### config.mk
export PLATFORM = sky130hd
export DESIGN_NAME = uart_cmd_parser_flat
export DESIGN_NICKNAME = d
export VERILOG_FILES = /design/src/rtl/uart_cmd_parser_if.sv /design/src/rtl/uart_cmd_parser.sv /design/src/flat_wrapper.sv
export SDC_FILE = /design/constraint.sdc
export NUM_CORES = 1
export LEC_CHECK = 0
export BUFFER_PORTS_ARGS = -buffer_cell sky130_fd_sc_hd__buf_4
export CAP_MARGIN = 20
export CORE_MARGIN = 2
export CORE_UTILIZATION = 50
export CTS_CLUSTER_SIZE = 40
export DETAILED_ROUTE_END_ITERATION = 16
export GPL_TIMING_DRIVEN = 0
export PLACE_DENSITY = 0.84
export SETUP_SLACK_MARGIN = 0.15
export SLEW_MARGIN = 0
export SYNTH_ARGS = -nofsm -noshare
export SYNTH_HDL_FRONTEND = slang
export SYNTH_SLANG_ARGS = --single-unit
### constraint.sdc
create_clock -name clk -period 2.4 [get_ports clk]
set_input_delay 0.24 -clock clk [delete_from_list [all_inputs] [get_ports clk]]
set_output_delay 0.24 -clock clk [all_outputs]
set_load 0.05 [all_outputs]
### src/rtl/uart_cmd_parser_if.sv
// Bundles the RX-FIFO pop side and the command/error output side of
// uart_cmd_parser. The parser takes the master view; the surrounding logic
// (uart_core FIFO plus application consumer) takes the slave view.
interface uart_cmd_parser_if #(
    parameter int WIDTH       = 8,
    parameter int MAX_PAYLOAD = 8
);
    // RX FIFO pop handshake
    logic                         read_uart;
    logic [WIDTH-1:0]             read_data;
    logic                         rx_empty;
    logic                         rx_frame_error;

    // Command output handshake
    logic                         cmd_valid;
    logic                         cmd_ready;
    logic [WIDTH-1:0]             cmd_code;
    logic [3:0]                   cmd_len;
    logic [WIDTH*MAX_PAYLOAD-1:0] cmd_payload;

    // Error strobe
    logic                         err_valid;
    logic [1:0]                   err_code;

    modport master (
        output read_uart,
        input  read_data,
        input  rx_empty,
        input  rx_frame_error,
        output cmd_valid,
        input  cmd_ready,
        output cmd_code,
        output cmd_len,
        output cmd_payload,
        output err_valid,
        output err_code
    );

    modport slave (
        input  read_uart,
        output read_data,
        output rx_empty,
        output rx_frame_error,
        input  cmd_valid,
        output cmd_ready,
        input  cmd_code,
        input  cmd_len,
        input  cmd_payload,
        input  err_valid,
        input  err_code
    );
endinterface

### src/rtl/uart_cmd_parser.sv
// Packet parser behind uart_core's RX FIFO. Pops bytes, assembles
// SOF/CMD/LEN/PAYLOAD/CHK frames, presents checksum-valid commands on a
// valid/ready port and reports malformed packets on a one-cycle error strobe.
// A pop issued in cycle N returns its byte at the edge ending cycle N+2, so a
// three-stage pending pipeline tracks the single outstanding read.
module uart_cmd_parser #(
    parameter int               WIDTH        = 8,
    parameter int               MAX_PAYLOAD  = 8,
    parameter logic [WIDTH-1:0] SOF_BYTE     = 8'hA5,
    parameter int               TIMEOUT_CLKS = 100000
) (
    input  logic              clk,
    input  logic              reset,
    uart_cmd_parser_if.master io_bus
);

    localparam int               PAY_W   = WIDTH * MAX_PAYLOAD;
    localparam int               TO_W    = (TIMEOUT_CLKS > 2) ? $clog2(TIMEOUT_CLKS) : 1;
    localparam logic [TO_W-1:0]  TO_LAST = TO_W'(TIMEOUT_CLKS - 1);
    localparam logic [WIDTH-1:0] MAX_LEN = WIDTH'(MAX_PAYLOAD);

    localparam logic [1:0] ERR_CHK     = 2'b00;
    localparam logic [1:0] ERR_LEN     = 2'b01;
    localparam logic [1:0] ERR_TIMEOUT = 2'b10;
    localparam logic [1:0] ERR_FRAME   = 2'b11;

    typedef enum logic [2:0] {
        ST_HUNT = 3'd0,
        ST_CMD  = 3'd1,
        ST_LEN  = 3'd2,
        ST_PAY  = 3'd3,
        ST_CHK  = 3'd4,
        ST_OUT  = 3'd5
    } state_t;

    // Running XOR checksum over CMD, LEN and payload bytes.
    function automatic logic [WIDTH-1:0] chk_next(input logic [WIDTH-1:0] acc,
                                                  input logic [WIDTH-1:0] data);
        return acc ^ data;
    endfunction

    state_t             r_state;
    logic               r_read_uart;
    logic               r_pend1;
    logic               r_pend2;
    logic               r_drop;
    logic [TO_W-1:0]    r_to_cnt;
    logic [WIDTH-1:0]   r_chk;
    logic [3:0]         r_idx;
    logic [WIDTH-1:0]   r_cmd_code;
    logic [3:0]         r_cmd_len;
    logic [PAY_W-1:0]   r_payload;
    logic               r_cmd_valid;
    logic               r_err_valid;
    logic [1:0]         r_err_code;

    state_t             w_state_nxt;
    logic [WIDTH-1:0]   w_byte;
    logic               w_timed;
    logic               w_frame_abort;
    logic               w_timeout;
    logic               w_cap;
    logic               w_err;
    logic [1:0]         w_err_code;
    logic               w_clr_chk;
    logic               w_acc_chk;
    logic               w_cap_cmd;
    logic               w_cap_len;
    logic               w_cap_pay;
    logic               w_issue;

    assign w_byte        = io_bus.read_data;
    assign w_timed       = (r_state == ST_CMD) || (r_state == ST_LEN) ||
                           (r_state == ST_PAY) || (r_state == ST_CHK);
    assign w_frame_abort = w_timed && io_bus.rx_frame_error;
    assign w_timeout     = w_timed && (r_to_cnt == TO_LAST);
    // A byte arriving after an abort is popped but never interpreted.
    assign w_cap         = r_pend2 && !r_drop && !w_frame_abort && !w_timeout;

    // Next-state and per-byte actions; aborts override any capture result.
    always_comb begin
        w_state_nxt = r_state;
        w_err       = 1'b0;
        w_err_code  = ERR_CHK;
        w_clr_chk   = 1'b0;
        w_acc_chk   = 1'b0;
        w_cap_cmd   = 1'b0;
        w_cap_len   = 1'b0;
        w_cap_pay   = 1'b0;
        w_issue     = 1'b0;

        case (r_state)
            ST_HUNT: begin
                if (w_cap && (w_byte == SOF_BYTE)) begin
                    w_state_nxt = ST_CMD;
                    w_clr_chk   = 1'b1;
                end else begin
                    w_state_nxt = ST_HUNT;
                end
            end
            ST_CMD: begin
                if (w_cap) begin
                    w_cap_cmd   = 1'b1;
                    w_acc_chk   = 1'b1;
                    w_state_nxt = ST_LEN;
                end else begin
                    w_state_nxt = ST_CMD;
                end
            end
            ST_LEN: begin
                if (w_cap) begin
                    if (w_byte > MAX_LEN) begin
                        w_err       = 1'b1;
                        w_err_code  = ERR_LEN;
                        w_state_nxt = ST_HUNT;
                    end else begin
                        w_cap_len   = 1'b1;
                        w_acc_chk   = 1'b1;
                        w_state_nxt = (w_byte == {WIDTH{1'b0}}) ? ST_CHK : ST_PAY;
                    end
                end else begin
                    w_state_nxt = ST_LEN;
                end
            end
            ST_PAY: begin
                if (w_cap) begin
                    w_cap_pay   = 1'b1;
                    w_acc_chk   = 1'b1;
                    w_state_nxt = (r_idx == (r_cmd_len - 4'd1)) ? ST_CHK : ST_PAY;
                end else begin
                    w_state_nxt = ST_PAY;
                end
            end
            ST_CHK: begin
                if (w_cap) begin
                    if (w_byte == r_chk) begin
                        w_state_nxt = ST_OUT;
                    end else begin
                        w_err       = 1'b1;
                        w_err_code  = ERR_CHK;
                        w_state_nxt = ST_HUNT;
                    end
                end else begin
                    w_state_nxt = ST_CHK;
                end
            end
            ST_OUT: begin
                if (r_cmd_valid && io_bus.cmd_ready) begin
                    w_state_nxt = ST_HUNT;
                end else begin
                    w_state_nxt = ST_OUT;
                end
            end
            default: begin
                w_state_nxt = ST_HUNT;
            end
        endcase

        if (w_frame_abort) begin
            w_err       = 1'b1;
            w_err_code  = ERR_FRAME;
            w_state_nxt = ST_HUNT;
        end else if (w_timeout) begin
            w_err       = 1'b1;
            w_err_code  = ERR_TIMEOUT;
            w_state_nxt = ST_HUNT;
        end else begin
            w_err = w_err;
        end

        // Only the capture-cycle stage may overlap a new pop, keeping one read in flight.
        if ((w_state_nxt != ST_OUT) && !io_bus.rx_empty && !r_read_uart && !r_pend1) begin
            w_issue = 1'b1;
        end else begin
            w_issue = 1'b0;
        end
    end

    // State, read pipeline, timeout counter and error strobe registers.
    always_ff @(posedge clk) begin
        if (!reset) begin
            r_state     <= ST_HUNT;
            r_read_uart <= 1'b0;
            r_pend1     <= 1'b0;
            r_pend2     <= 1'b0;
            r_drop      <= 1'b0;
            r_to_cnt    <= {TO_W{1'b0}};
            r_cmd_valid <= 1'b0;
            r_err_valid <= 1'b0;
            r_err_code  <= 2'b00;
        end else begin
            r_state     <= w_state_nxt;
            r_read_uart <= w_issue;
            r_pend1     <= r_read_uart;
            r_pend2     <= r_pend1;
            if (w_err && (r_read_uart || r_pend1)) begin
                r_drop <= 1'b1;
            end else if (r_pend2) begin
                r_drop <= 1'b0;
            end else begin
                r_drop <= r_drop;
            end
            if ((w_state_nxt != r_state) || r_pend2) begin
                r_to_cnt <= {TO_W{1'b0}};
            end else if (w_timed) begin
                r_to_cnt <= r_to_cnt + {{(TO_W-1){1'b0}}, 1'b1};
            end else begin
                r_to_cnt <= {TO_W{1'b0}};
            end
            r_cmd_valid <= (w_state_nxt == ST_OUT);
            r_err_valid <= w_err;
            r_err_code  <= w_err ? w_err_code : 2'b00;
        end
    end

    // Packet assembly: checksum, command fields and payload bytes.
    always_ff @(posedge clk) begin
        if (!reset) begin
            r_chk      <= {WIDTH{1'b0}};
            r_idx      <= 4'd0;
            r_cmd_code <= {WIDTH{1'b0}};
            r_cmd_len  <= 4'd0;
            r_payload  <= {PAY_W{1'b0}};
        end else begin
            if (w_clr_chk) begin
                r_chk <= {WIDTH{1'b0}};
            end else if (w_acc_chk) begin
                r_chk <= chk_next(r_chk, w_byte);
            end else begin
                r_chk <= r_chk;
            end
            if (w_cap_cmd) begin
                r_cmd_code <= w_byte;
            end
            if (w_cap_len) begin
                r_cmd_len <= w_byte[3:0];
                r_idx     <= 4'd0;
                r_payload <= {PAY_W{1'b0}};
            end else if (w_cap_pay) begin
                r_idx <= r_idx + 4'd1;
                for (int i = 0; i < MAX_PAYLOAD; i++) begin
                    if (r_idx == 4'(i)) begin
                        r_payload[WIDTH*i +: WIDTH] <= w_byte;
                    end
                end
            end
        end
    end

    assign io_bus.read_uart   = r_read_uart;
    assign io_bus.cmd_valid   = r_cmd_valid;
    assign io_bus.cmd_code    = r_cmd_code;
    assign io_bus.cmd_len     = r_cmd_len;
    assign io_bus.cmd_payload = r_payload;
    assign io_bus.err_valid   = r_err_valid;
    assign io_bus.err_code    = r_err_code;

endmodule

### src/flat_wrapper.sv
// flat-port wrapper written by rule: the top's interface ports become plain ports
module uart_cmd_parser_flat 
#(
    parameter int               WIDTH        = 8,
    parameter int               MAX_PAYLOAD  = 8,
    parameter logic [WIDTH-1:0] SOF_BYTE     = 8'hA5,
    parameter int               TIMEOUT_CLKS = 100000
)
  (clk, reset, io_bus_read_uart, io_bus_read_data, io_bus_rx_empty, io_bus_rx_frame_error, io_bus_cmd_valid, io_bus_cmd_ready, io_bus_cmd_code, io_bus_cmd_len, io_bus_cmd_payload, io_bus_err_valid, io_bus_err_code);
  uart_cmd_parser_if #(.WIDTH(WIDTH), .MAX_PAYLOAD(MAX_PAYLOAD)) io_bus_i ();
  input  logic clk;
  input  logic reset;
  output wire logic [$bits(io_bus_i.read_uart)-1:0] io_bus_read_uart;
  input wire logic [$bits(io_bus_i.read_data)-1:0] io_bus_read_data;
  input wire logic [$bits(io_bus_i.rx_empty)-1:0] io_bus_rx_empty;
  input wire logic [$bits(io_bus_i.rx_frame_error)-1:0] io_bus_rx_frame_error;
  output wire logic [$bits(io_bus_i.cmd_valid)-1:0] io_bus_cmd_valid;
  input wire logic [$bits(io_bus_i.cmd_ready)-1:0] io_bus_cmd_ready;
  output wire logic [$bits(io_bus_i.cmd_code)-1:0] io_bus_cmd_code;
  output wire logic [$bits(io_bus_i.cmd_len)-1:0] io_bus_cmd_len;
  output wire logic [$bits(io_bus_i.cmd_payload)-1:0] io_bus_cmd_payload;
  output wire logic [$bits(io_bus_i.err_valid)-1:0] io_bus_err_valid;
  output wire logic [$bits(io_bus_i.err_code)-1:0] io_bus_err_code;
  assign io_bus_read_uart = io_bus_i.read_uart;
  assign io_bus_i.read_data = io_bus_read_data;
  assign io_bus_i.rx_empty = io_bus_rx_empty;
  assign io_bus_i.rx_frame_error = io_bus_rx_frame_error;
  assign io_bus_cmd_valid = io_bus_i.cmd_valid;
  assign io_bus_i.cmd_ready = io_bus_cmd_ready;
  assign io_bus_cmd_code = io_bus_i.cmd_code;
  assign io_bus_cmd_len = io_bus_i.cmd_len;
  assign io_bus_cmd_payload = io_bus_i.cmd_payload;
  assign io_bus_err_valid = io_bus_i.err_valid;
  assign io_bus_err_code = io_bus_i.err_code;
  uart_cmd_parser #(.WIDTH(WIDTH), .MAX_PAYLOAD(MAX_PAYLOAD), .SOF_BYTE(SOF_BYTE), .TIMEOUT_CLKS(TIMEOUT_CLKS)) u_core (.clk(clk), .reset(reset), .io_bus(io_bus_i));
endmodule
==> flow_metrics.py, run 1 <==
metrics = {
    "sta": {
        "slew_viol_final": 0,
        "fin_tns_setup_ps": 0,
        "skew_ps": 5.10,
        "rsz0062_at_grt": "yes",
        "worst_pin_slew_ps": 833,
        "setup_violations": 0,
        "timing.final.crit_share_pct": 99.7,
        "setup_ws_ps": 8.33,
        "period_minus_slack_ps": 2390,
        "fin_hold_ws_ps": 12.9,
        "hold_viol_final": 0,
        "timing.fmax_ghz": 0.418,
        "relSlewSlack_pct": 44.5,
    },
    "worst_setup_path": {
        "r2r_cells": 8,
        "rrSetupSlack_ps": 8,
        "worstPathMaxFanout": 8,
        "endpoint_kind": "register",
        "cpLargestDelayFamily": "simple AND/OR/NAND/NOR gates",
        "crit_buf_inv": 2,
        "crit_path_start_kind": "register",
        "critical-path-max-stage-delay_ps": 520,
        "cp.arrival_ps": 2790,
        "setup.worst_path.class": "register to register",
        "crit_path_top_delay_cell": "or4b_4",
        "crit_chain": "buf_6 > or4b_4 > o41ai_4 > buf_4 > nor4_4 > nand3_2 > mux2i_2 > nor2_1",
        "path_depth": 8,
        "required_ps": 2800,
    },
    "synthesis": {
        "avgSynthCellArea_um2": 9.68,
        "netlist_area_mm2": 0.00487,
        "yosys_most_used_dff": "dfxtp_1",
        "synthArstFlopShare_pct": 0,
        "synth_top_cell_by_area": "dfxtp_1",
        "synth_top_cell_area_share_pct": 47.7,
        "synth.distinct_cells": 50,
        "yosys-top-cells-area": "dfxtp_1, mux2i_1, nor2_1, xor2_1, xnor2_1",
        "synth_cells": 503,
        "ys_seq_area_share_pct": 47.7,
        "yosys_warnings": 0,
        "syn_nets": 522,
        "synth_edf_count": 0,
        "ys_seq_elements": 116,
    },
    "clock_network": {
        "clock_sinks": 116,
        "clk_latency_ps": 520,
        "clkTransAtPathRegs_ps": 60,
        "cts_root_buffer": "clkbuf_8",
        "cts_tree": "done",
        "clockBufferDepth": 2,
        "ctsHtreeMaxLevel": 4,
        "cts_buffers": 17,
    },
    "pwr": {
        "ir_drop_v": 0.000484,
        "p_leak_nw": 2.81,
        "finalPower_mw": 4.74,
        "p_per_area_mw_per_mm2": 709,
    },
    "floorplanning": {
        "fp.dieW_um": 103,
        "core_mm2": 0.00959,
        "die_h_um": 103,
        "initial_utilization_pct": 50.7,
        "dieArea_mm2": 0.0105,
        "rows": 36,
        "io_pins": 94,
    },
    "global_route": {
        "grt_max_degree": 17,
        "grt_pass1_wl_um": 21700,
        "track_usage_pct": 27.1,
        "grt_overflow": 0,
        "antenna_found_initial": 0,
        "grt_pass1_vias": 4294,
    },
    "route": {
        "wl_per_cell_um": 19.0,
        "dr.pass1.iters": 5,
        "routed_wl_um": 14700,
        "final_antenna_net_count": 0,
        "first_iter_violations": 295,
        "via_per_inst": 5.64,
        "drcViolationCount": 0,
        "via_count": 4368,
    },
    "cells_and_area": {
        "drive_gt1_share_pct": 30.7,
        "final_cell_mix": "nor2_1, dfxtp_1, buf_4",
        "num_antenna_cells": 0,
        "final_util_pct": 69.7,
        "final_cells": 775,
        "area_growth_pct": 37.4,
        "nNetsFinal": 648,
        "final_common_cell": "nor2_1",
        "stdcell_area_mm2": 0.00669,
    },
    "place": {
        "place.gp.congestion": 0.950,
        "dp_cells": 726,
        "place_ws_ps": -130,
        "io_buffers": 90,
        "post-dp-hpwl_um": 8240,
        "place_area_mm2": 0.00572,
    },
    "flow_run": {
        "drv.max_cap_violation_count": 0,
    },
    "outcome": {
        "status": "complete, no violations",
    },
    "worst_hold_path": {
        "min_path_type": "input port to register",
        "whs_path_depth": 3,
    },
}
==> state kept, by name (all words and copies together) (netlist names), 2 cells and up <==
signal and cells:
u_core.io_bus.cmd_payload 64, u_core.r_to_cnt 17, u_core.io_bus.cmd_code 8, u_core.r_chk 8
u_core.io_bus.cmd_len 4, u_core.r_idx 4, u_core.r_state 3, u_core.io_bus.err_code 2
==> final timing paths <==
check,startpoint,endpoint
worst max-delay path,u_core.r_to_cnt[8],u_core.io_bus.cmd_payload[17]
worst min-delay path,io_bus_rx_empty,u_core.io_bus.read_uart
worst max register to register,u_core.r_to_cnt[8],u_core.io_bus.cmd_payload[17]
worst min register to register,u_core.r_pend1,u_core.r_pend2
==> repair_timing <==
item	in CTS	in global routing
pin swaps	13	22
hold buffers	0	0
setup buffers	17	0
resized for setup	18	33
setup endpoints to repair	95	103
==> power breakdown <==
part | total (mW) | leakage, nW | switching (mW) | internal (mW)
combinational | 0.140 | 1.57 | 0.0971 | 0.0428
clock | 2.67 | 0.302 | 0.948 | 1.72
sequential | 1.93 | 0.939 | 0.00185 | 1.93
==> area by class of cell <==
cell class                 instances  area (µm²)
multi-input combinational        351        2500
clock buffer                      18         428
buffer                            26         156
tap                              133         166
fill                             595        2900
sequential                       116        2330
clock inverter                    14         201
timing repair buffer             107         868
inverter                          10        37.5
==> Yosys cell counts, types with 4 or more instances <==
cell type	instances
inv_1	9
xnor2_1	16
nand3_1	7
xor2_1	25
ha_1	6
buf_6	5
a21oi_1	5
nor2_1	117
dfxtp_1	116
nor3_1	7
nand3_2	4
clkbuf_1	17
nand2_1	25
mux2i_1	77
nor2_4	4
nor4_1	8
nand4_1	5
==> per-layer routing <==
metal / vias up / global-route usage (%) / share of wire [%]
li1: 1956 / - / -
met1: 2092 / 29.2 / 36
met2: 252 / 47.7 / 51
met3: 68 / 8.88 / 8.1
met4: 0 / 13.8 / 4.8
met5: - / 0 / 0
==> worst min-delay path: stages <==
cell and delay [ps]:
buf_4 80, nor4_1 40, nor3b_1 120
==> cells by family (layout without fill, tap and decap cells) <==
family	after synthesis	count (layout)	share of synthesized area (%)
compound gates	28	28	4.42
buf+inv	36	175	3.62
mux	77	77	15.8
xor+xnor	41	41	7.38
simple gates	199	199	19.5
fa+ha+maj	6	6	1.54
flops	116	116	47.7
(Power assumes the default switching activity.)
==> run 2, diff against run 1 <==
Settings changed: CORE_UTILIZATION 50 to 35, PLACE_DENSITY 0.84 to 0.65, RECOVER_POWER set to 100.
==> flow_metrics.py, run 2 (synthesized netlist as in run 1, its figures left out) <==
metrics = {
    "outcome": {
        "status": "complete, no violations",
    },
    "sta": {
        "skew_ps": 8.30,
        "period_minus_slack_ps": 2290,
        "timing.final.crit_share_pct": 95.4,
        "slew_viol_final": 0,
        "rsz0062_at_grt": "yes",
        "setup_violations": 0,
        "worst_pin_slew_ps": 762,
        "hold_viol_final": 0,
        "setup_ws_ps": 110,
        "timing.fmax_ghz": 0.437,
        "relSlewSlack_pct": 49.2,
    },
    "route": {
        "drcViolationCount": 0,
        "first_iter_violations": 170,
        "via_count": 3940,
        "via_per_inst": 4.79,
        "final_antenna_net_count": 0,
        "dr.pass1.iters": 4,
        "wl_per_cell_um": 15.4,
        "routed_wl_um": 12600,
    },
    "cells_and_area": {
        "drive_gt1_share_pct": 14.9,
        "final_cell_mix": "nor2_1, dfxtp_1, clkbuf_1",
        "final_cells": 823,
        "largest_register_ffs": 64,
        "nNetsFinal": 650,
        "num_antenna_cells": 0,
        "final_common_cell": "nor2_1",
        "area_growth_pct": 29.9,
    },
    "place": {
        "place.gp.congestion": 0.842,
        "post-dp-hpwl_um": 8610,
        "io_buffers": 90,
        "dp_cells": 773,
        "place_ws_ps": -149,
    },
    "worst_setup_path": {
        "path_depth": 10,
        "setup.worst_path.end": "u_core.io_bus.cmd_payload[40]",
        "setup.worst_path.class": "register to register",
        "critical-path-max-stage-delay_ps": 540,
        "worstPathMaxFanout": 4,
        "crit_buf_inv": 3,
        "rrSetupSlack_ps": 110,
        "cp.arrival_ps": 2590,
        "cp-startpoint": "u_core.r_to_cnt[0]",
        "crit_path_top_delay_cell": "or4b_4",
        "crit_path_start_kind": "register",
        "reg2reg_to": "u_core.io_bus.cmd_payload[40]",
        "endpoint_kind": "register",
        "crit_chain": "ha_4 > nand4_1 > o41ai_4 > buf_4 > or4b_4 > buf_8 > nor2_4 > clkbuf_4 > mux2i_1 > nor2_1",
        "r2r-start": "u_core.r_to_cnt[0]",
        "r2r_cells": 10,
        "cpLargestDelayFamily": "simple AND/OR/NAND/NOR gates",
        "required_ps": 2700,
    },
    "floorplanning": {
        "io_pins": 94,
        "rows": 43,
        "dieArea_mm2": 0.0149,
        "die_h_um": 122,
        "initial_utilization_pct": 35.5,
        "core_mm2": 0.0137,
        "fp.dieW_um": 122,
    },
    "clock_network": {
        "holdBufCountCts": 0,
        "clock_sinks": 116,
        "ctsHtreeMaxLevel": 4,
        "cts_root_buffer": "clkbuf_16",
        "clockBufferDepth": 2,
        "cts_buffers": 17,
        "clk_latency_ps": 410,
        "cts_tree": "done",
        "clkTransAtPathRegs_ps": 50,
    },
    "pwr": {
        "p_per_area_mw_per_mm2": 727,
        "p_leak_nw": 2.41,
        "ir_drop_v": 0.000570,
    },
    "global_route": {
        "antenna_found_initial": 0,
        "grt_pass1_vias": 3989,
        "grt_max_degree": 17,
        "grt_overflow": 0,
        "grt_pass1_wl_um": 20100,
        "track_usage_pct": 17.7,
    },
    "flow_run": {
        "drv.max_cap_violation_count": 0,
    },
    "worst_hold_path": {
        "min_path_type": "input port to register",
    },
}
## run 2: changes by cell type in the layout (fill, tap and decap cells not counted), sizes merged
cell      previous run  this run
buf                117        31
inv                 11         9
clkinv               7         3
bufinv               4         3
clkbuf              34       127
clkinvlp             2         3
## run 2: how the worst min path moves through the flow
stage / from / to / cells after the start
after floorplan: io_bus_rx_frame_error / u_core.io_bus.err_code[0] / 2
after global placement: u_core.r_to_cnt[0] / u_core.r_to_cnt[0] / 1
after detailed placement: u_core.r_to_cnt[0] / u_core.r_to_cnt[0] / 1
after CTS: io_bus_rx_empty / u_core.io_bus.read_uart / 3
after global routing: io_bus_rx_empty / u_core.io_bus.read_uart / 3
final: io_bus_rx_empty / u_core.io_bus.read_uart / 3
## run 2: through the flow
| step | hold WS [ps] | setup TNS (ps) | util (%) | cell area, µm² | total power, mW |
|---|---|---|---|---|---|
| final | 111 | 0 | 46.1 | 6320 | 4.60 |
| after global routing | 120 | 0 | 46.1 | 6320 | 4.72 |
| after CTS | 92.1 | 0 | 48.2 | 6620 | 4.64 |
| after detailed placement | 461 | -7250 | 42.1 | 5780 | 2.10 |
| after global placement | 441 | -5300 | 42.1 | 5780 | 2.09 |
| after floorplan | 426 | 0 | - | 4870 | 2.04 |
## run 2: area by class of cell
class | count | area (µm²)
well taps | 180 | 225
clock inverters | 8 | 126
inverters | 10 | 37.5
flip-flops and latches | 116 | 2330
multi-input cells | 351 | 2420
repair buffers | 109 | 553
fillers | 1347 | 7390
clock buffers | 23 | 468
plain buffers | 26 | 158
## run 2: power by group
part / total [mW] / switching, mW / internal [mW]
clock: 2.54 / 0.860 / 1.68
combinational: 0.126 / 0.0899 / 0.0365
sequential: 1.93 / 0.00182 / 1.93
## run 2: routing by layer
metal | GRT usage (%) | vias to the layer above | part of all wire (%)
met5 | 0 | - | 0
met4 | 7.69 | 0 | 2.2
met3 | 6.55 | 21 | 7.4
met2 | 29.4 | 115 | 48
met1 | 20.4 | 1853 | 42
li1 | - | 1951 | -
## run 2: repair_timing
action	in CTS	in global routing
setup endpoints to repair	96	96
gates resized for setup	27	13
buffers inserted	15	4
pin swaps	13	15
## run 2: worst reg2reg max path, stage by stage (launching register included)
cell and delay (ps):
dfxtp_4 350, ha_4 150, nand4_1 150, o41ai_4 110
buf_4 170, or4b_4 540, buf_8 150, nor2_4 130
clkbuf_4 160, mux2i_1 180, nor2_1 70
